[src/rtl/genius_autoplayer_if.sv]
// genius_autoplayer_if: display/button bundle between the Genius game and the autoplayer.
// Optional inject_mistake is present only with GENIUS_AUTOPLAYER_MISTAKE_EN defined.
interface genius_autoplayer_if #(
  parameter int DEPTH = 16
);
  localparam int CW = $clog2(DEPTH + 1);
  logic          enable;
  logic [6:0]    seg_in;
  logic [2:0]    btn;
  logic          busy;
  logic [CW-1:0] count;
  logic          err;
`ifdef GENIUS_AUTOPLAYER_MISTAKE_EN
  logic          inject_mistake;
  modport slave  (input enable, seg_in, inject_mistake, output btn, busy, count, err);
  modport master (output enable, seg_in, inject_mistake, input btn, busy, count, err);
`else
  modport slave  (input enable, seg_in, output btn, busy, count, err);
  modport master (output enable, seg_in, input btn, busy, count, err);
`endif
endinterface

[src/rtl/genius_autoplayer.sv]
// genius_autoplayer: decodes the game's sequence digit, buffers symbols, replays them as timed button presses.
// GENIUS_AUTOPLAYER_MISTAKE_EN adds inject_mistake to corrupt the last replayed entry.
module genius_autoplayer #(
  parameter int DEPTH        = 16,
  parameter int PRESS_CYCLES = 4,
  parameter int GAP_CYCLES   = 4
) (
  input logic               clock,
  input logic               reset,
  genius_autoplayer_if.slave bus
);
  localparam int CW = $clog2(DEPTH + 1);
  localparam int IW = (DEPTH > 1) ? $clog2(DEPTH) : 1;
  localparam int TW = $clog2((PRESS_CYCLES > GAP_CYCLES ? PRESS_CYCLES : GAP_CYCLES) + 1);
  typedef enum logic [1:0] {IDLE, CAPTURE, PRESS, GAP} state_t;
  state_t        r_state, w_state_nx;
  logic [1:0]    r_buf [DEPTH];
  logic [2:0]    r_btn, w_btn_nx;
  logic [CW-1:0] r_count, w_count_nx, w_nxt;
  logic [IW-1:0] r_idx, w_idx_nx;
  logic [TW-1:0] r_tmr, w_tmr_nx;
  logic          r_err, w_err_nx, r_mis, w_mis_nx;
  logic          w_wr, w_valid, w_blank, w_inj;
  logic [1:0]    w_sym;
  function automatic logic [2:0] onehot(input logic [1:0] s, input logic m);
    return 3'b001 << (m ? (s == 2'd2 ? 2'd0 : s + 2'd1) : s);
  endfunction
  always_comb begin
    w_sym   = bus.seg_in == 7'b0110000 ? 2'd1 : bus.seg_in == 7'b1101101 ? 2'd2 : 2'd0;
    w_valid = bus.seg_in inside {7'b1111110, 7'b0110000, 7'b1101101};
    w_blank = bus.seg_in == 7'b0000000;
  end
`ifdef GENIUS_AUTOPLAYER_MISTAKE_EN
  assign w_inj = bus.inject_mistake;
`else
  assign w_inj = 1'b0;
`endif
  assign w_nxt = CW'(r_idx) + CW'(1);
  always_comb begin
    w_state_nx = r_state;
    w_btn_nx   = r_btn;
    w_count_nx = r_count;
    w_err_nx   = r_err;
    w_idx_nx   = r_idx;
    w_tmr_nx   = r_tmr;
    w_mis_nx   = r_mis;
    w_wr       = 1'b0;
    if (!bus.enable) begin
      w_state_nx = IDLE;
      w_btn_nx   = '0;
      w_count_nx = '0;
      w_err_nx   = 1'b0;
    end else begin
      case (r_state)
        IDLE: begin
          if (w_valid) begin
            w_wr       = 1'b1;
            w_count_nx = CW'(1);
            w_state_nx = CAPTURE;
          end else if (!w_blank) w_err_nx = 1'b1;
        end
        CAPTURE: begin
          if (w_valid) begin
            if (r_count == CW'(DEPTH)) w_err_nx = 1'b1;
            else begin
              w_wr       = 1'b1;
              w_count_nx = r_count + CW'(1);
            end
          end else if (w_blank) begin
            w_idx_nx   = '0;
            w_tmr_nx   = '0;
            w_mis_nx   = w_inj;
            w_btn_nx   = onehot(r_buf[0], w_inj && r_count == CW'(1));
            w_state_nx = PRESS;
          end else w_err_nx = 1'b1;
        end
        PRESS: begin
          w_tmr_nx = r_tmr + TW'(1);
          if (r_tmr == TW'(PRESS_CYCLES - 1)) begin
            w_tmr_nx   = '0;
            w_btn_nx   = '0;
            w_state_nx = GAP;
          end
        end
        GAP: begin
          w_tmr_nx = r_tmr + TW'(1);
          if (r_tmr == TW'(GAP_CYCLES - 1)) begin
            w_tmr_nx = '0;
            if (w_nxt == r_count) begin
              w_count_nx = '0;
              w_state_nx = IDLE;
            end else begin
              w_idx_nx   = w_nxt[IW-1:0];
              w_btn_nx   = onehot(r_buf[w_nxt[IW-1:0]], r_mis && w_nxt + CW'(1) == r_count);
              w_state_nx = PRESS;
            end
          end
        end
      endcase
    end
  end
  always_ff @(posedge clock or negedge reset) begin
    if (!reset) begin
      r_state <= IDLE;
      r_btn   <= '0;
      r_count <= '0;
      r_err   <= 1'b0;
      r_idx   <= '0;
      r_tmr   <= '0;
      r_mis   <= 1'b0;
    end else begin
      r_state <= w_state_nx;
      r_btn   <= w_btn_nx;
      r_count <= w_count_nx;
      r_err   <= w_err_nx;
      r_idx   <= w_idx_nx;
      r_tmr   <= w_tmr_nx;
      r_mis   <= w_mis_nx;
    end
  end
  // buffer contents need no reset; count alone says which entries are live
  always_ff @(posedge clock) begin
    if (w_wr) r_buf[r_state == IDLE ? '0 : r_count[IW-1:0]] <= w_sym;
  end
  assign bus.btn   = r_btn;
  assign bus.busy  = r_state != IDLE;
  assign bus.count = r_count;
  assign bus.err   = r_err;
endmodule

[src/flat_wrapper.sv]
// flat-port wrapper written by rule: the top's interface ports become plain ports
module genius_autoplayer_flat 
#(
  parameter int DEPTH        = 16,
  parameter int PRESS_CYCLES = 4,
  parameter int GAP_CYCLES   = 4
)
  (clock, reset, bus_enable, bus_seg_in, bus_btn, bus_busy, bus_count, bus_err);
  genius_autoplayer_if #(.DEPTH(DEPTH)) bus_i ();
  input logic clock;
  input logic reset;
  input wire logic [$bits(bus_i.enable)-1:0] bus_enable;
  input wire logic [$bits(bus_i.seg_in)-1:0] bus_seg_in;
  output wire logic [$bits(bus_i.btn)-1:0] bus_btn;
  output wire logic [$bits(bus_i.busy)-1:0] bus_busy;
  output wire logic [$bits(bus_i.count)-1:0] bus_count;
  output wire logic [$bits(bus_i.err)-1:0] bus_err;
  assign bus_i.enable = bus_enable;
  assign bus_i.seg_in = bus_seg_in;
  assign bus_btn = bus_i.btn;
  assign bus_busy = bus_i.busy;
  assign bus_count = bus_i.count;
  assign bus_err = bus_i.err;
  genius_autoplayer #(.DEPTH(DEPTH), .PRESS_CYCLES(PRESS_CYCLES), .GAP_CYCLES(GAP_CYCLES)) u_core (.clock(clock), .reset(reset), .bus(bus_i));
endmodule
[config.mk]
export PLATFORM = sky130hd
export DESIGN_NAME = genius_autoplayer_flat
export DESIGN_NICKNAME = d
export VERILOG_FILES = /design/src/rtl/genius_autoplayer_if.sv /design/src/rtl/genius_autoplayer.sv /design/src/flat_wrapper.sv
export SDC_FILE = /design/constraint.sdc
export NUM_CORES = 1
export LEC_CHECK = 0
export CELL_PAD_IN_SITES_DETAIL_PLACEMENT = 2
export CELL_PAD_IN_SITES_GLOBAL_PLACEMENT = 2
export CORE_ASPECT_RATIO = 1.1
export CORE_MARGIN = 3
export CORE_UTILIZATION = 40
export CTS_CLUSTER_DIAMETER = 200
export DETAILED_ROUTE_END_ITERATION = 8
export PLACE_DENSITY_LB_ADDON = 0.1
export SLEW_MARGIN = 20
export SYNTH_ARGS = -nofsm -noshare
export SYNTH_HDL_FRONTEND = slang
export SYNTH_SLANG_ARGS = --single-unit
[constraint.sdc]
create_clock -name clock -period 2.5 [get_ports clock]
set_clock_uncertainty 0.15 [all_clocks]
set_input_delay 0.5 -clock clock [delete_from_list [all_inputs] [get_ports clock]]
set_output_delay 0.5 -clock clock [all_outputs]
set_load 0.05 [all_outputs]
==> impl_metrics.json, run 1 <==
{
  "status": "finished, violations left",
  "failed_checks": "negative setup slack",
  "fillCellCount": 623,
  "worst-path-max-fanout": 4,
  "via_per_inst": 5.910,
  "ios": 20,
  "period_share_pct": 101.0,
  "num_rows": 30,
  "grt_antenna_before_repair": 0,
  "area_growth_pct": 30.12,
  "crit_chain": "dlygate4sd2_1 > or4_4 > a21oi_4 > buf_4 > or2_4 > nand3_1 > nor2_1",
  "drt_iter0_markers": 131,
  "clockBufferDepth": 2,
  "cts.sinks": 50,
  "synthTopCellsByArea": "edfxtp_1 (35%), dfrtp_1 (17%), mux4_2 (6.6%)",
  "cts_buffers": 5,
  "dpl_cell_area_um2": 3202,
  "grt_pass1_vias": 2304,
  "cts-htree-levels": 2,
  "cts_tree": "yes",
  "yosys_warnings": 0,
  "cellPowerDensity_nw_per_um2": 634.2,
  "finalMaxSlewViolations": 0,
  "ys_async_sr_fraction_pct": 36.00,
  "seq_area_frac_synth_pct": 51.72,
  "layout.nets": 291,
  "slew_headroom_pct": 54.68,
  "synth_most_common_cell": "edfxtp_1",
  "end_kind": "flop",
  "timing.fmax_mhz": 396.2,
  "synth-main-ff-cell": "edfxtp_1",
  "criticalPathCategory": "in2reg",
  "ys_ff_latch": 50,
  "firstDrtPassIters": 4,
  "synthTopCellsByCount": "edfxtp_1 (32), nor2_1 (29), dfrtp_1 (18)",
  "die_x_um": 84.75,
  "setup_ws_ns": -0.02427,
  "hold_path_depth": 1,
  "synth_edf_count": 32,
  "hold_viol": 0,
  "final_area_um2": 3551,
  "die_area_um2": 7850,
  "yosys.area.top_type": "edfxtp_1",
  "vias": 2092,
  "setup.worst_path.start_class": "input port",
  "synth_fp_nets": 244,
  "clkTransAtPathRegs_ns": 0.10,
  "arrival_ns": 2.37,
  "cp.required_ns": 2.35,
  "drive_above_1_share_pct": 31.75,
  "cellLeakagePower_uw": 0.001336,
  "grt-ovfl-total": 0,
  "hold_path.class": "reg2reg",
  "wl_um": 9305,
  "cap_violations": 0,
  "initial_core_util_pct": 42.76,
  "wire_per_inst_um": 26.29,
  "synth.cell_area_um2": 2729,
  "setup_viol": 2,
  "postRouteAntennaNets": 0,
  "core_um2": 6381,
  "synthDominantCellAreaShare_pct": 35.21,
  "finalPower_uw": 2252,
  "layout_min_cycle_time_ns": 2.524,
  "pre_cts_ws_ns": -0.4761,
  "timing.hold.ws_ns": 0.3611,
  "syn-mean-instance-area_um2": 12.07,
  "tightest_slew_ns": 0.6774,
  "dp.final_hpwl_um": 6123,
  "peakVddDrop_uv": 431.8,
  "clk_latency_ns": 0.30,
  "synthCells": 226,
  "worst_path_largest_cell_delay_ns": 0.56,
  "cp_slowest_cell": "or4_4",
  "grt_max_degree": 19,
  "port_buffers": 19,
  "grt_pass1_wl_um": 13300,
  "clockRootBuffer": "clkbuf_8",
  "ys_types": 57,
  "r2r_cells": 8,
  "antennaDiodeCount": 0,
  "grt_util_all_layers_pct": 22.41,
  "globalplace.congestion": 0.8006,
  "remaining_drc_errors": 0,
  "dieHeight_um": 92.63
}
[where the power goes]
group	internal, uW	switching, uW	total (uW)
clock	299	289	588
sequential	899	21.4	920
combinational	295	448	743
[routing by layer]
layer	part of all wire, %	track usage (%)
met1	41	28.96
met2	55	40.34
met3	1.8	3.292
met4	2.3	3.694
met5	0	0
[placed cells by master, fill, tap and decap left out, drive strengths merged, types with 3 or more instances in the layout]
| master | count |
|---|---|
| nor2b | 4 |
| mux4 | 8 |
| clkbuf | 5 |
| mux2i | 8 |
| nor2 | 29 |
| nand2 | 14 |
| edfxtp | 32 |
| dlygate4sd2 | 3 |
| xnor2 | 4 |
| nand3 | 9 |
| a21oi | 4 |
| inv | 9 |
| xor2 | 3 |
| mux2 | 5 |
| clkdlybuf4s50 | 12 |
| buf | 31 |
| dfrtp | 18 |
| o21a | 4 |
| nor3 | 6 |
| ha | 8 |
| o211ai | 3 |
| o21ai | 7 |
| nand4 | 4 |
[critical path, delay by kind of cell]
kind            cells  cell delay (ns)
buf+inv             2             0.41
compound gates      1             0.16
simple gates        4             1.30
[registers in the layout (all words and copies together), names as in the netlist]
register	cells
u_core.bus.btn	3
u_core.r_tmr	3
u_core.r_state	2
u_core.r_idx	4
u_core.r_buf	32
u_core.bus.count	5
u_core.bus.err	1
[worst paths after layout]
path,to,slack [ns],startpoint
worst max-delay path,u_core.r_buf[0][0],-0.02,bus_seg_in[3]
worst min-delay path,u_core.bus.btn[2],0.36,u_core.bus.btn[2]
worst max register to register,u_core.bus.count[0],0.03,u_core.r_state[0]
worst min register to register,u_core.bus.btn[2],0.36,u_core.bus.btn[2]
max in group asynchronous,u_core.bus.count[0],1.59,reset
min in group asynchronous,u_core.r_tmr[2],0.38,reset
[cell families (layout without fill, tap and decap cells)]
kind of cell,count (synthesis),count (layout),share of synthesized area [%]
compound gates,40,40,11.88
xor+xnor,7,7,2.247
fa+ha+maj,9,9,4.035
buf+inv,17,65,2.705
flops,50,50,51.72
mux,21,21,11.60
simple gates,82,82,15.82
[timing repair]
action / in CTS / in global routing
pin swaps: 11 / 7
resized for setup: 25 / 30
setup buffers: 2 / 1
hold buffers: 0 / 0
hold endpoints to repair: 0 / 0
endpoints found under the setup margin: 45 / 39
[through the flow]
stage | utilization, % | setup TNS, ns | cells
3_3_place_gp | 50.18 | -16.13 | 343
3_5_place_dp | 50.18 | -20.02 | 343
6_report | 55.65 | -0.04843 | 354
4_1_cts | 53.20 | 0 | 353
2_1_floorplan | - | 0 | 226
5_1_grt | 55.65 | -0.3816 | 354
[final cells by class]
cell class                      count  area, um^2  share of cell area, %
Sequential cell                    50        1413                  39.78
Clock buffer                        5       68.82                  1.938
Clock inverter                      3       42.54                  1.198
Multi-Input combinational cell    159        1450                  40.84
Timing Repair Buffer               49       446.7                  12.58
Tap cell                           80       100.1                  2.819
Inverter                            8       30.03                 0.8457
(Power assumes the default switching activity.)
==> run 2, diff against run 1 <==
CORE_ASPECT_RATIO = default   (was 1.1)
==> run 2 against run 1 <==
The run now ends clean. Register-to-register slack better by 0.12 ns. Critical path depth down 5. Via count up 0.19%. Flip-flop and latch count unchanged. Fmax up 3.7%. Worst hold slack worse by 0.0098 ns. Setup slack better by 0.089 ns. Combinational power down 6.1%. Total power down 4.5%. Sequential share of layout area up 0.60 points. Global-route usage up 1.1 points. Design area down 1.5%. Highest routed layer unchanged.
==> impl_metrics.json, run 2 (synthesis results as in run 1) <==
{
  "die_area_um2": 7849,
  "drive_above_1_share_pct": 32.48,
  "cap_violations": 0,
  "via_per_inst": 5.972,
  "grt_pass1_wl_um": 13520,
  "cellLeakagePower_uw": 0.001327,
  "wire_per_inst_um": 23.64,
  "mostFrequentLayoutCell": "edfxtp_1",
  "period_share_pct": 97.40,
  "setup_viol": 0,
  "postRouteAntennaNets": 0,
  "cts-htree-levels": 2,
  "num_rows": 29,
  "dpl_cell_area_um2": 3198,
  "core_um2": 6495,
  "drt_iter0_markers": 100,
  "r2r_cells": 6,
  "status": "completed",
  "fillCellCount": 639,
  "timing.hold.ws_ns": 0.3512,
  "dp.final_hpwl_um": 6122,
  "grt_antenna_before_repair": 0,
  "ios": 20,
  "area_growth_pct": 28.20,
  "hold_viol": 0,
  "worstReg2RegEnd": "u_core.bus.btn[1]",
  "wl_um": 8296,
  "cts_tree": "yes",
  "grt_util_all_layers_pct": 23.56,
  "placed_cells": 340,
  "cp.required_ns": 1.85,
  "slew_headroom_pct": 55.64,
  "holdBufCountCts": 0,
  "remaining_drc_errors": 0,
  "clockRootBuffer": "clkbuf_8",
  "final_area_um2": 3498,
  "arrival_ns": 1.79,
  "initial_core_util_pct": 42.02,
  "largest_reg_flops": 32,
  "tightest_slew_ns": 0.6629,
  "criticalPathCategory": "reg2out",
  "layout.nets": 291,
  "peakVddDrop_uv": 371.7,
  "die_x_um": 88.60,
  "vias": 2096,
  "cts.sinks": 50,
  "port_buffers": 19,
  "clk_latency_ns": 0.33,
  "finalMaxSlewViolations": 0,
  "layout_min_cycle_time_ns": 2.435,
  "rr_startpoint": "u_core.r_idx[0]",
  "grt-ovfl-total": 0,
  "grt_pass1_vias": 2380,
  "grt_max_degree": 19,
  "rsz0062_at_grt": "no",
  "clkTransAtPathRegs_ns": 0.11,
  "cts_buffers": 5,
  "reg2reg_slack_ns": 0.15,
  "globalplace.congestion": 0.8025,
  "dieHeight_um": 88.60,
  "end_kind": "output pin",
  "cellPowerDensity_nw_per_um2": 614.7,
  "worst-path-max-fanout": 11,
  "finalPower_uw": 2150,
  "fin_util_pct": 53.86,
  "setup.worst_path.start_class": "flop",
  "final_cells": 351,
  "firstDrtPassIters": 4,
  "timing.fmax_mhz": 410.7,
  "hold_path.class": "in2async",
  "clockBufferDepth": 2,
  "antennaDiodeCount": 0,
  "layout_common_cells": "edfxtp_1 (32), buf_4 (27), dfrtp_1 (17)"
}
==> run 2: critical path, stage by stage (launching register included) <==
cell and delay, ns:
dfrtp_2 0.39, buf_4 0.22, clkdlybuf4s50_1 0.84
==> run 2: final cells by class <==
class | count | area, um^2 | share of cell area (%)
clock inverters | 3 | 28.78 | 0.8226
inverters | 8 | 30.03 | 0.8584
multi-input cells | 159 | 1419 | 40.56
clock buffers | 5 | 68.82 | 1.967
well taps | 77 | 96.34 | 2.754
flip-flops and latches | 50 | 1413 | 40.38
repair buffers | 49 | 442.9 | 12.66
==> run 2: worst max path at each step <==
stage          slack [ns]  depth (start not counted)                  end                 from
5_1_grt              0.01                          9    u_core.bus.btn[2]        bus_seg_in[3]
6_report             0.06                          2         bus_count[0]  u_core.bus.count[0]
3_3_place_gp        -0.44                          8   u_core.r_buf[1][1]        bus_seg_in[1]
3_5_place_dp        -0.54                          8   u_core.r_buf[2][1]        bus_seg_in[1]
4_1_cts              0.04                          6    u_core.bus.btn[1]      u_core.r_idx[1]
2_1_floorplan        0.08                          9  u_core.bus.count[2]  u_core.bus.count[0]
==> run 2: timing repair <==
action,4_1_cts,5_1_grt
gates resized for setup,44,5
setup endpoints to repair,39,13
pin swaps,9,0
endpoints found under the hold margin,0,0
cloned,0,0
buffers inserted,3,0
==> run 2: layer usage <==
metal	vias up	wire [um]	global-route usage (%)
met5	-	0	0
met4	0	208	8.654
met3	20	192	3.352
met2	51	4289	41.20
met1	1078	3606	29.62
li1	947	-	-
==> run 2: where the power goes <==
group | internal (uW) | switching (uW)
Clock | 210 | 321
Sequential | 899 | 21.5
Combinational | 282 | 416
Total | 1390 | 759
==> run 2: metrics by stage <==
stage,setup TNS [ns],setup WS [ns]
after floorplan,0,0.08179
after global placement,-16.66,-0.4394
after detailed placement,-19.90,-0.5398
after CTS,0,0.03556
after global routing,0,0.01253
final,0,0.06491
==> run 3, diff against run 2 <==
SLEW_MARGIN = default   (was 20)
==> results of run 3 <==
Same layout as run 2: the final DEF is identical, and so are final timing and power.
